===== src/rtl/posit_raw_encode_es2_pkg.sv =====
// Shared constants and the raw-sum layout for the es=2 posit encoder.
// The raw sum is {sgn, scale, fraction (hidden bit excluded), inf, zero}.
package posit_raw_encode_es2_pkg;

  localparam int POSIT_N_ES2 = 32;
  localparam int POSIT_ES_ES2 = 2;
  localparam int ABITS = 32;
  localparam int SCALE_W = 8;
  localparam int POSIT_SERIALIZED_WIDTH_SUM_ES2 = 1 + SCALE_W + ABITS + 2;

  localparam logic [POSIT_N_ES2-1:0] POSIT_MAXPOS_ES2 = 32'h7FFF_FFFF;
  localparam logic [POSIT_N_ES2-1:0] POSIT_MINPOS_ES2 = 32'h0000_0001;
  localparam logic [POSIT_N_ES2-1:0] POSIT_NAR_ES2    = 32'h8000_0000;
  localparam logic signed [SCALE_W-1:0] SCALE_MAX_ES2 = 8'sd120;

  // Regime shifter: the magnitude string is built in a 2N-bit window.
  localparam int SHIFT_W = 2 * POSIT_N_ES2;
  localparam int SHAMT_W = 6;
  localparam int PAD_W   = SHIFT_W - 1 - POSIT_ES_ES2 - ABITS;

  typedef struct packed {
    logic               sgn;
    logic [SCALE_W-1:0] scale;
    logic [ABITS-1:0]   fraction;
    logic               inf;
    logic               zero;
  } value_sum;

  // Length of the run of identical regime bits: k+1 for k >= 0, -k for k < 0.
  // k = scale >>> 2 spans -32..31, so a 6-bit wrap gives the right magnitude.
  function automatic logic [SHAMT_W-1:0] regime_run(input logic [SCALE_W-1:0] scale);
    logic [SHAMT_W-1:0] k;
    k = scale[SCALE_W-1:2];
    if (scale[SCALE_W-1]) begin
      return ~k + 6'd1;
    end
    return k + 6'd1;
  endfunction

endpackage


===== src/rtl/posit_raw_encode_es2_if.sv =====
// Operand/result bundle between the raw datapath and the posit encoder.
interface posit_raw_encode_es2_if;
  import posit_raw_encode_es2_pkg::*;

  logic                   start;
  value_sum               in_sum;
  logic                   in_truncated;
  logic [POSIT_N_ES2-1:0] result;
  logic                   done;

  modport master (
    output start, in_sum, in_truncated,
    input  result, done
  );

  modport slave (
    input  start, in_sum, in_truncated,
    output result, done
  );

endinterface


===== src/rtl/posit_raw_encode_es2_shift_right.sv =====
// Logarithmic logical right shifter; zero fill from the top.
module posit_raw_encode_es2_shift_right #(
  parameter int N = 64,
  parameter int S = 6
) (
  input  logic [N-1:0] data_i,
  input  logic [S-1:0] shamt_i,
  output logic [N-1:0] data_o
);

  logic [N-1:0] stage [S+1];

  assign stage[0] = data_i;

  for (genvar i = 0; i < S; i++) begin : g_stage
    assign stage[i+1] = shamt_i[i] ? (stage[i] >> (1 << i)) : stage[i];
  end

  assign data_o = stage[S];

endmodule


===== src/rtl/posit_raw_encode_es2.sv =====
// Raw posit sum -> packed 32-bit es=2 posit with RNE, saturation and specials.
// Input capture, regime decode, regime shift, round/pack: 3 cycles start-to-done.
module posit_raw_encode_es2
  import posit_raw_encode_es2_pkg::*;
(
  input  logic                    clk_i,
  input  logic                    rst_i,
  posit_raw_encode_es2_if.slave   bus
);

  // Input capture
  logic     s0_valid_q;
  value_sum s0_in_q;
  logic     s0_trunc_q;

  // Regime decode
  logic               s1_valid_q, s1_valid_d;
  logic               s1_sgn_q;
  logic               s1_lead_q, s1_lead_d;
  logic [SHAMT_W-1:0] s1_shamt_q, s1_shamt_d;
  logic [1:0]         s1_exp_q;
  logic [ABITS-1:0]   s1_frac_q;
  logic               s1_trunc_q;
  logic               s1_sat_hi_q, s1_sat_hi_d;
  logic               s1_sat_lo_q, s1_sat_lo_d;
  logic               s1_nar_q, s1_nar_d;
  logic               s1_zero_q, s1_zero_d;

  // Shifted string
  logic                   s2_valid_q;
  logic                   s2_sgn_q;
  logic [POSIT_N_ES2-2:0] s2_kept_q, s2_kept_d;
  logic                   s2_guard_q, s2_guard_d;
  logic                   s2_sticky_q, s2_sticky_d;
  logic                   s2_sat_hi_q, s2_sat_lo_q, s2_nar_q, s2_zero_q;

  logic [POSIT_N_ES2-1:0] result_q, result_d;
  logic                   done_q;

  logic [SHIFT_W-1:0] str_raw, sh_in, sh_out, sh_str;
  logic               round_up;
  logic [POSIT_N_ES2-1:0] rounded, mag;

  always_comb begin
    s1_valid_d  = s0_valid_q;
    s1_lead_d   = ~s0_in_q.scale[SCALE_W-1];
    s1_shamt_d  = regime_run(s0_in_q.scale);
    s1_sat_hi_d = $signed(s0_in_q.scale) > SCALE_MAX_ES2;
    s1_sat_lo_d = $signed(s0_in_q.scale) < -SCALE_MAX_ES2;
    s1_nar_d    = s0_in_q.inf;
    s1_zero_d   = ~s0_in_q.inf & s0_in_q.zero;
  end

  // The terminating regime bit is placed first; the run of lead bits comes in
  // from the top as shift fill. Ones-fill is done by inverting around the shifter.
  assign str_raw = {~s1_lead_q, s1_exp_q, s1_frac_q, {PAD_W{1'b0}}};
  assign sh_in   = s1_lead_q ? ~str_raw : str_raw;

  posit_raw_encode_es2_shift_right #(
    .N (SHIFT_W),
    .S (SHAMT_W)
  ) u_shift_right (
    .data_i  (sh_in),
    .shamt_i (s1_shamt_q),
    .data_o  (sh_out)
  );

  assign sh_str = s1_lead_q ? ~sh_out : sh_out;

  always_comb begin
    s2_kept_d   = sh_str[SHIFT_W-1 -: (POSIT_N_ES2-1)];
    s2_guard_d  = sh_str[POSIT_N_ES2];
    s2_sticky_d = (|sh_str[POSIT_N_ES2-1:0]) | s1_trunc_q;
  end

  always_comb begin
    round_up = s2_guard_q & (s2_sticky_q | s2_kept_q[0]);
    rounded  = {1'b0, s2_kept_q} + {{(POSIT_N_ES2-1){1'b0}}, round_up};
    if (s2_sat_hi_q) begin
      mag = POSIT_MAXPOS_ES2;
    end else if (s2_sat_lo_q) begin
      mag = POSIT_MINPOS_ES2;
    end else if (rounded[POSIT_N_ES2-1]) begin
      mag = POSIT_MAXPOS_ES2;
    end else if (rounded == '0) begin
      mag = POSIT_MINPOS_ES2;
    end else begin
      mag = rounded;
    end

    result_d = s2_sgn_q ? (~mag + 32'd1) : mag;
    if (s2_nar_q) begin
      result_d = POSIT_NAR_ES2;
    end else if (s2_zero_q) begin
      result_d = '0;
    end
  end

  always_ff @(posedge clk_i) begin
    if (rst_i) begin
      s0_valid_q <= 1'b0;
      s1_valid_q <= 1'b0;
      s2_valid_q <= 1'b0;
      done_q     <= 1'b0;
      result_q   <= '0;
    end else begin
      s0_valid_q <= (bus.start === 1'b1);
      s1_valid_q <= s1_valid_d;
      s2_valid_q <= s1_valid_q;
      done_q     <= s2_valid_q;
      if (s2_valid_q) begin
        result_q <= result_d;
      end
    end
  end

  // Datapath registers carry no reset; only the valid chain qualifies them.
  always_ff @(posedge clk_i) begin
    s0_in_q     <= bus.in_sum;
    s0_trunc_q  <= bus.in_truncated;

    s1_sgn_q    <= s0_in_q.sgn;
    s1_lead_q   <= s1_lead_d;
    s1_shamt_q  <= s1_shamt_d;
    s1_exp_q    <= s0_in_q.scale[1:0];
    s1_frac_q   <= s0_in_q.fraction;
    s1_trunc_q  <= s0_trunc_q;
    s1_sat_hi_q <= s1_sat_hi_d;
    s1_sat_lo_q <= s1_sat_lo_d;
    s1_nar_q    <= s1_nar_d;
    s1_zero_q   <= s1_zero_d;

    s2_sgn_q    <= s1_sgn_q;
    s2_kept_q   <= s2_kept_d;
    s2_guard_q  <= s2_guard_d;
    s2_sticky_q <= s2_sticky_d;
    s2_sat_hi_q <= s1_sat_hi_q;
    s2_sat_lo_q <= s1_sat_lo_q;
    s2_nar_q    <= s1_nar_q;
    s2_zero_q   <= s1_zero_q;
  end

  assign bus.result = result_q;
  assign bus.done   = done_q;

endmodule


===== src/flat_wrapper.sv =====
// flat-port wrapper written by rule: the top's interface ports become plain ports
module posit_raw_encode_es2_flat import posit_raw_encode_es2_pkg::*;
  (clk_i, rst_i, bus_start, bus_in_sum, bus_in_truncated, bus_result, bus_done);
  posit_raw_encode_es2_if bus_i ();
  input  logic clk_i;
  input  logic rst_i;
  input wire logic [$bits(bus_i.start)-1:0] bus_start;
  input wire logic [$bits(bus_i.in_sum)-1:0] bus_in_sum;
  input wire logic [$bits(bus_i.in_truncated)-1:0] bus_in_truncated;
  output wire logic [$bits(bus_i.result)-1:0] bus_result;
  output wire logic [$bits(bus_i.done)-1:0] bus_done;
  assign bus_i.start = bus_start;
  assign bus_i.in_sum = bus_in_sum;
  assign bus_i.in_truncated = bus_in_truncated;
  assign bus_result = bus_i.result;
  assign bus_done = bus_i.done;
  posit_raw_encode_es2 u_core (.clk_i(clk_i), .rst_i(rst_i), .bus(bus_i));
endmodule

===== config.mk =====
export PLATFORM = sky130hd
export DESIGN_NAME = posit_raw_encode_es2_flat
export DESIGN_NICKNAME = d
export VERILOG_FILES = /design/src/rtl/posit_raw_encode_es2_pkg.sv /design/src/rtl/posit_raw_encode_es2_if.sv /design/src/rtl/posit_raw_encode_es2_shift_right.sv /design/src/rtl/posit_raw_encode_es2.sv /design/src/flat_wrapper.sv
export SDC_FILE = /design/constraint.sdc
export NUM_CORES = 1
export LEC_CHECK = 0
export CAP_MARGIN = 15
export CORE_ASPECT_RATIO = 1.4
export CORE_UTILIZATION = 37
export CTS_CLUSTER_SIZE = 20
export DETAILED_ROUTE_END_ITERATION = 6
export HOLD_SLACK_MARGIN = 0.15
export SYNTH_ARGS = -nofsm -noshare
export SYNTH_HDL_FRONTEND = slang
export SYNTH_HIERARCHICAL = 1
export SYNTH_SLANG_ARGS = --single-unit

===== constraint.sdc =====
create_clock -name clk_i -period 5.29 [get_ports clk_i]
set_input_delay 1.058 -clock clk_i [delete_from_list [all_inputs] [get_ports clk_i]]
set_output_delay 1.058 -clock clk_i [all_outputs]
set_load 0.1 [all_outputs]

==> results.yml, run 1 <==
route:
  drc: 0
  routed_wirelength_um: 34700
  dr.pass1.iters: 7
  final_antenna_net_count: 0
  drtIter0Drc: 697
  viasPerCell: 5.84
  route.detailed.wl_per_inst_um: 19.7
  vias: 10300
yosys:
  synth_mux_area_share_pct: 17.0
  synth_xor_xnor_area_share_pct: 9.47
  synth_area_per_cell_um2: 8.57
  yosysMostFrequentCell: "dfxtp_1"
  ys_seq_elements: 165
  synth_top_family_by_area: "simple AND/OR/NAND/NOR gates"
  synthTopCellsByCount: "165 x dfxtp_1, 130 x nor2_1, 112 x nand2_1, 85 x xor2_1, 68 x o21ai_0"
  synth-main-ff-cell: "dfxtp_1"
  synth_top_area_share_pct: 28.8
  seq_area_frac_synth_pct: 28.8
  yosys.area_share.simple_pct: 19.7
  yosysWarnings: 6
  synthArstFlopShare_pct: 0
  syn-cell-area_um2: 11500
  ys_types: 92
  synth_area_leaders: "dfxtp_1 29%, mux4_2 6.7%, xor2_1 6.5%, mux2i_1 5.6%, mux2_2 4.3%"
  synthCells: 1338
  yosysTopAreaCell: "dfxtp_1"
  synth-compound-area-share_pct: 19.2
  yosys.area_share.adder_pct: 0.764
  synth_edf_count: 0
worst_setup_path:
  worst-setup-path-type: "reg -> reg"
  cp.required_ns: 5.62
  critPathArrivalTime_ns: 5.15
  start_kind: "register"
  endpoint_kind: "register"
  critical_path_peak_fanout: 8
timing:
  fin_crit_sh_pct: 91.2
  rsz0062_at_grt: "no"
  setup_violations: 0
  worst_pin_slew_ns: 1.19
  relSlewSlack_pct: 20.7
  finalHoldViolations: 0
  slew_violations: 0
  fin_setup_tns_ns: 0
  fin_crit_ns: 4.83
  whs_ns: 0.323
  skew_ns: 0.0112
  fmaxAchievable_mhz: 207
clock_network:
  cts.clk_slew.worst_paths_ns: 0.07
  cts_resized: 0
  cts_tree: "built"
  root_buffer: "clkbuf_16"
  clock_latency_ns: 0.44
  cts_buffers: 17
  htree_levels: 4
  numClockSinks: 165
  post-cts-setup-buffers: 0
  clockBufferDepth: 2
  cts_hold_buffers: 0
cells_and_area:
  stdcell_count: 1758
  syn_to_final_growth_pct: 13.8
  multi_input_area_um2: 7600
  nFillCells: 3029
  drive_above_1_share_pct: 13.0
  antenna_cells: 0
  stdcell_area_um2: 13000
  finalNetCount: 1415
  seq_area_um2: 3310
floorplanning:
  die_w_um: 151
  initial_core_util_pct: 37.9
  core_um2: 30200
  die_y_um: 210
  ioPinCount: 80
  die_area_um2: 31700
  rows: 75
grt:
  grt_pass1_vias: 10000
  track_usage_pct: 22.3
  grt_pass1_wl_um: 54100
  grt_max_degree: 79
  antenna_found_initial: 0
  grt_overflow: 0
run:
  drv_cap: 0
hold_path:
  hp-class: "reg -> reg"
placed_design:
  dp.cells: 1727
  gp_congestion: 1.06
  dpl.hpwl_um: 26500
  dpl_cell_area_um2: 12500
  portBuffers: 79
pwr:
  peakVddDrop_uv: 228
  power.leakage_nw: 4.92
  total_power_mw: 5.09
  power.density_nw_per_um2: 390
status:
  outcome: "complete, no violations"
==> cells in the final DEF (no fill, tap or decap), drive strengths merged, types with 5 or more instances in the layout <==
| cell type | count |
|---|---|
| o22a | 19 |
| or4 | 10 |
| o21a | 8 |
| or2 | 7 |
| mux2 | 48 |
| clkbuf | 20 |
| a211o | 7 |
| o22ai | 52 |
| buf | 29 |
| o221ai | 7 |
| inv | 18 |
| ha | 7 |
| a21oi | 49 |
| nor2 | 131 |
| and3 | 14 |
| a211oi | 17 |
| or3 | 9 |
| dfxtp | 165 |
| nand2b | 18 |
| nand3 | 35 |
| clkdlybuf4s50 | 79 |
| a22oi | 9 |
| o211ai | 8 |
| xnor2 | 39 |
| o31ai | 5 |
| nor4 | 18 |
| o21ai | 80 |
| nor3 | 35 |
| nor2b | 15 |
| nand2 | 114 |
| a41oi | 5 |
| a21o | 5 |
| clkinv | 7 |
| a31oi | 14 |
| xor2 | 85 |
| mux2i | 64 |
| mux4 | 34 |
| nand4 | 20 |
| and2 | 7 |
==> per-stage QoR <==
step | utilization, % | worst slack [ns]
final | 43.2 | 0.464
after global routing | 43.2 | 0.0757
after CTS | 43.2 | 0.490
after detailed placement | 41.3 | 0.523
after global placement | 41.3 | 0.603
after floorplan | - | 0.535
==> cell families (layout without fill, tap and decap cells) <==
family          after synthesis  count (layout)
buf+inv                     125             157
xor+xnor                    124             124
compound gates              328             328
mux                         146             146
flops                       165             165
other cells                   1               4
fa+ha+maj                     7               7
simple gates                442             442
==> routing by layer <==
metal,track usage (%),share of wire [%],vias up
met3,3.16,4.0,117
li1,-,-,4950
met4,17.7,7.7,0
met1,22.9,37,4822
met2,39.8,51,371
met5,0,0,-
==> path summary, 6_finish.rpt <==
path,startpoint,endpoint,slack (ns),depth (start not counted)
setup / recovery,u_core/s2_kept_q[0],u_core/bus.result[10],0.46,19
hold / removal,u_core/s0_in_q[26],u_core/s1_frac_q[24],0.32,0
setup reg to reg,u_core/s2_kept_q[0],u_core/bus.result[10],0.46,19
hold reg to reg,u_core/s0_in_q[26],u_core/s1_frac_q[24],0.32,0
==> flip-flops by register name (all words and copies together), names as in the netlist, 2 cells and up <==
register	cells
u_core/s0_in_q	42
u_core/bus.result	32
u_core/s1_frac_q	32
u_core/s2_kept_q	31
u_core/s1_shamt_q	6
u_core/s1_exp_q	2
==> worst max-delay path, stage by stage, from the launching register on <==
cell	delay (ns)
dfxtp_1	0.33
o21a_1	0.11
ha_1	0.24
ha_1	0.29
nand3_2	0.21
or4_1	0.63
or4_4	0.56
nand4_1	0.11
or4_4	0.16
nand2_2	0.11
nor2_1	0.14
ha_1	0.17
inv_1	0.05
a211o_1	0.23
a21o_1	0.24
o41ai_1	0.59
o21ai_0	0.13
o21ai_0	0.10
o211ai_1	0.10
a22o_1	0.21
==> where the power goes <==
group,internal [mW],switching [mW],leakage [nW]
clock,0.734,0.487,0.283
sequential,1.38,0.235,1.38
combinational,0.882,1.37,3.26
total,2.99,2.10,4.92
==> final cells by class <==
class,instances,share of cell area (%)
multi-input combinational,1051,58.3
tap,385,3.69
sequential,165,25.4
timing repair buffer,108,7.73
clock inverter,11,1.05
clock buffer,20,3.35
inverter,18,0.518
Note: power is estimated with default switching activity, not from simulation.
==> run 2: changes to the inputs <==
Settings changed: CORE_UTILIZATION 37 to 55, PLACE_DENSITY set to 0.75.
==> run 2 against run 1 <==
  * Hold slack better by 0.0041 ns
  * Register-to-register slack got worse by 0.05 ns
  * First-iteration DRC count increased by 23%
  * Non-clock buffer count increased by 8
  * Sequential share of layout area up 0.11 points
  * Clock skew down 0.0030 ns
  * Sequential power hardly changed
==> results.yml, run 2 (synthesis gave the netlist of run 1 again) <==
route:
  route.detailed.wl_per_inst_um: 20.2
  viasPerCell: 6.31
  dr.pass1.iters: 6
  routed_wirelength_um: 33100
  drc: 0
  final_antenna_net_count: 0
  vias: 10300
  drtIter0Drc: 854
timing:
  finalHoldViolations: 0
  relSlewSlack_pct: 29.6
  worst_pin_slew_ns: 1.05
  fin_setup_tns_ns: 0
  skew_ns: 0.00823
  fin_crit_sh_pct: 92.2
  fin_crit_ns: 4.88
  layout_setup_ws_ns: 0.411
  setup_violations: 0
  fmaxAchievable_mhz: 205
  rsz0062_at_grt: "no"
  slew_violations: 0
floorplanning:
  ioPinCount: 80
  die_area_um2: 21400
  rows: 62
  die_w_um: 124
  core_um2: 20500
  die_y_um: 173
  initial_core_util_pct: 56.0
grt:
  grt_pass1_wl_um: 51400
  grt_pass1_vias: 9736
  grt_max_degree: 64
  grt_overflow: 0
  antenna_found_initial: 1
  track_usage_pct: 31.4
worst_setup_path:
  start_kind: "register"
  ff2ff_path_depth: 19
  critical_path_peak_fanout: 8
  ff2ff_setup_slack_ns: 0.41
  cp.required_ns: 5.62
  critPathArrivalTime_ns: 5.21
  endpoint_kind: "register"
  r2r-start: "u_core/s2_kept_q[0]"
  r2r-end: "u_core/bus.result[10]"
  worst-setup-path-type: "reg -> reg"
pwr:
  power.leakage_nw: 4.97
  power_frac_seq_pct: 31.5
  p_comb_share_pct: 44.4
  power.internal_mw: 2.96
  clock_power_share_pct: 24.2
  switching_share_pct: 42.3
  p_switching_mw: 2.18
  power.density_nw_per_um2: 396
  peakVddDrop_uv: 247
clock_network:
  htree_levels: 4
  cts_buffers: 17
  clockBufferDepth: 2
  cts_hold_buffers: 0
  root_buffer: "clkbuf_16"
  clock_latency_ns: 0.43
  cts.clk_slew.worst_paths_ns: 0.07
  numClockSinks: 165
  cts_tree: "built"
hold_path:
  holdPathEnd: "u_core/s1_frac_q[0]"
  min-delay-start: "u_core/s0_in_q[2]"
  hp-class: "reg -> reg"
  hold_depth: 0
cells_and_area:
  most-common-layout-cells: "162 x dfxtp_1, 130 x nor2_1, 112 x nand2_1"
  finalNetCount: 1423
  top_register: "u_core/s0_in_q"
  drive_above_1_share_pct: 13.8
  multi_input_area_um2: 7610
  nFillCells: 1807
  stdcell_area_um2: 13000
  final_common_cell: "dfxtp_1"
  seq_area_um2: 3310
  fin_util_pct: 63.4
  antenna_cells: 0
  syn_to_final_growth_pct: 13.3
  largest_reg_flops: 42
placed_design:
  place_ws_ns: 0.324
  dpl.hpwl_um: 25400
  dpl_cell_area_um2: 12400
  gp_congestion: 1.01
  portBuffers: 79
run:
  drv_cap: 0
status:
  outcome: "complete, no violations"
-- run 2: repair_timing --
| item | CTS | global route |
|---|---|---|
| endpoints found under the setup margin | 0 | 1 |
| resized for setup | 0 | 1 |
| setup buffers | 0 | 0 |
-- run 2: how the worst max path moves through the flow --
stage / start / to / slack [ns] / cells past startpoint
final: u_core/s2_kept_q[0] / u_core/bus.result[10] / 0.41 / 19
after global routing: u_core/s2_kept_q[0] / u_core/bus.result[10] / 0.04 / 19
after CTS: u_core/s2_kept_q[0] / u_core/bus.result[30] / 0.33 / 19
after detailed placement: u_core/s2_kept_q[0] / u_core/bus.result[30] / 0.32 / 19
after global placement: u_core/s2_kept_q[0] / u_core/bus.result[30] / 0.48 / 19
after floorplan: u_core/s1_lead_q / u_core/s2_sticky_q / 0.53 / 14
-- run 2: per-stage QoR --
step                      power, mW  hold WS (ns)  instances
after global routing           5.40         0.333       1638
after CTS                      5.11         0.328       1638
after floorplan                3.24         0.310       1341
after global placement         3.84         0.310       1606
final                          5.14         0.327       1638
after detailed placement       3.85         0.312       1606
-- run 2: layer usage --
metal | track usage (%) | part of all wire (%) | vias up
li1 | - | - | 4971
met1 | 32.3 | 36 | 4845
met2 | 56.6 | 52 | 394
met3 | 3.92 | 3.8 | 120
met4 | 23.2 | 8.0 | 0
met5 | 0 | 0 | -
-- run 2: final cells by class --
| type | instances | share of cell area (%) |
|---|---|---|
| Tap cell | 256 | 2.47 |
| Inverter | 18 | 0.520 |
| Multi-Input combinational cell | 1051 | 58.6 |
| Sequential cell | 165 | 25.5 |
| Clock buffer | 17 | 3.28 |
| Timing Repair Buffer | 116 | 8.23 |
| Clock inverter | 15 | 1.45 |
-- run 2: critical path, stage by stage (launching register included) --
cell and delay, ns:
dfxtp_1 0.33, o21a_1 0.11, ha_1 0.24, ha_1 0.30, nand3_2 0.22, or4_1 0.64
or4_4 0.56, nand4_1 0.10, or4_4 0.17, nand2_2 0.11, nor2_1 0.13, ha_1 0.19
inv_1 0.06, a211o_1 0.24, a21o_1 0.25, o41ai_1 0.57, o21ai_0 0.13, o21ai_0 0.10
o211ai_1 0.11, a22o_1 0.21
-- run 2: power groups by stage --
stage	logic, mW	clock network (mW)	registers [mW]
after global routing	2.43	1.32	1.64
after detailed placement	2.21	0	1.64
after CTS	2.22	1.27	1.61
after global placement	2.20	0	1.64
final	2.28	1.24	1.62
after floorplan	1.70	0	1.54
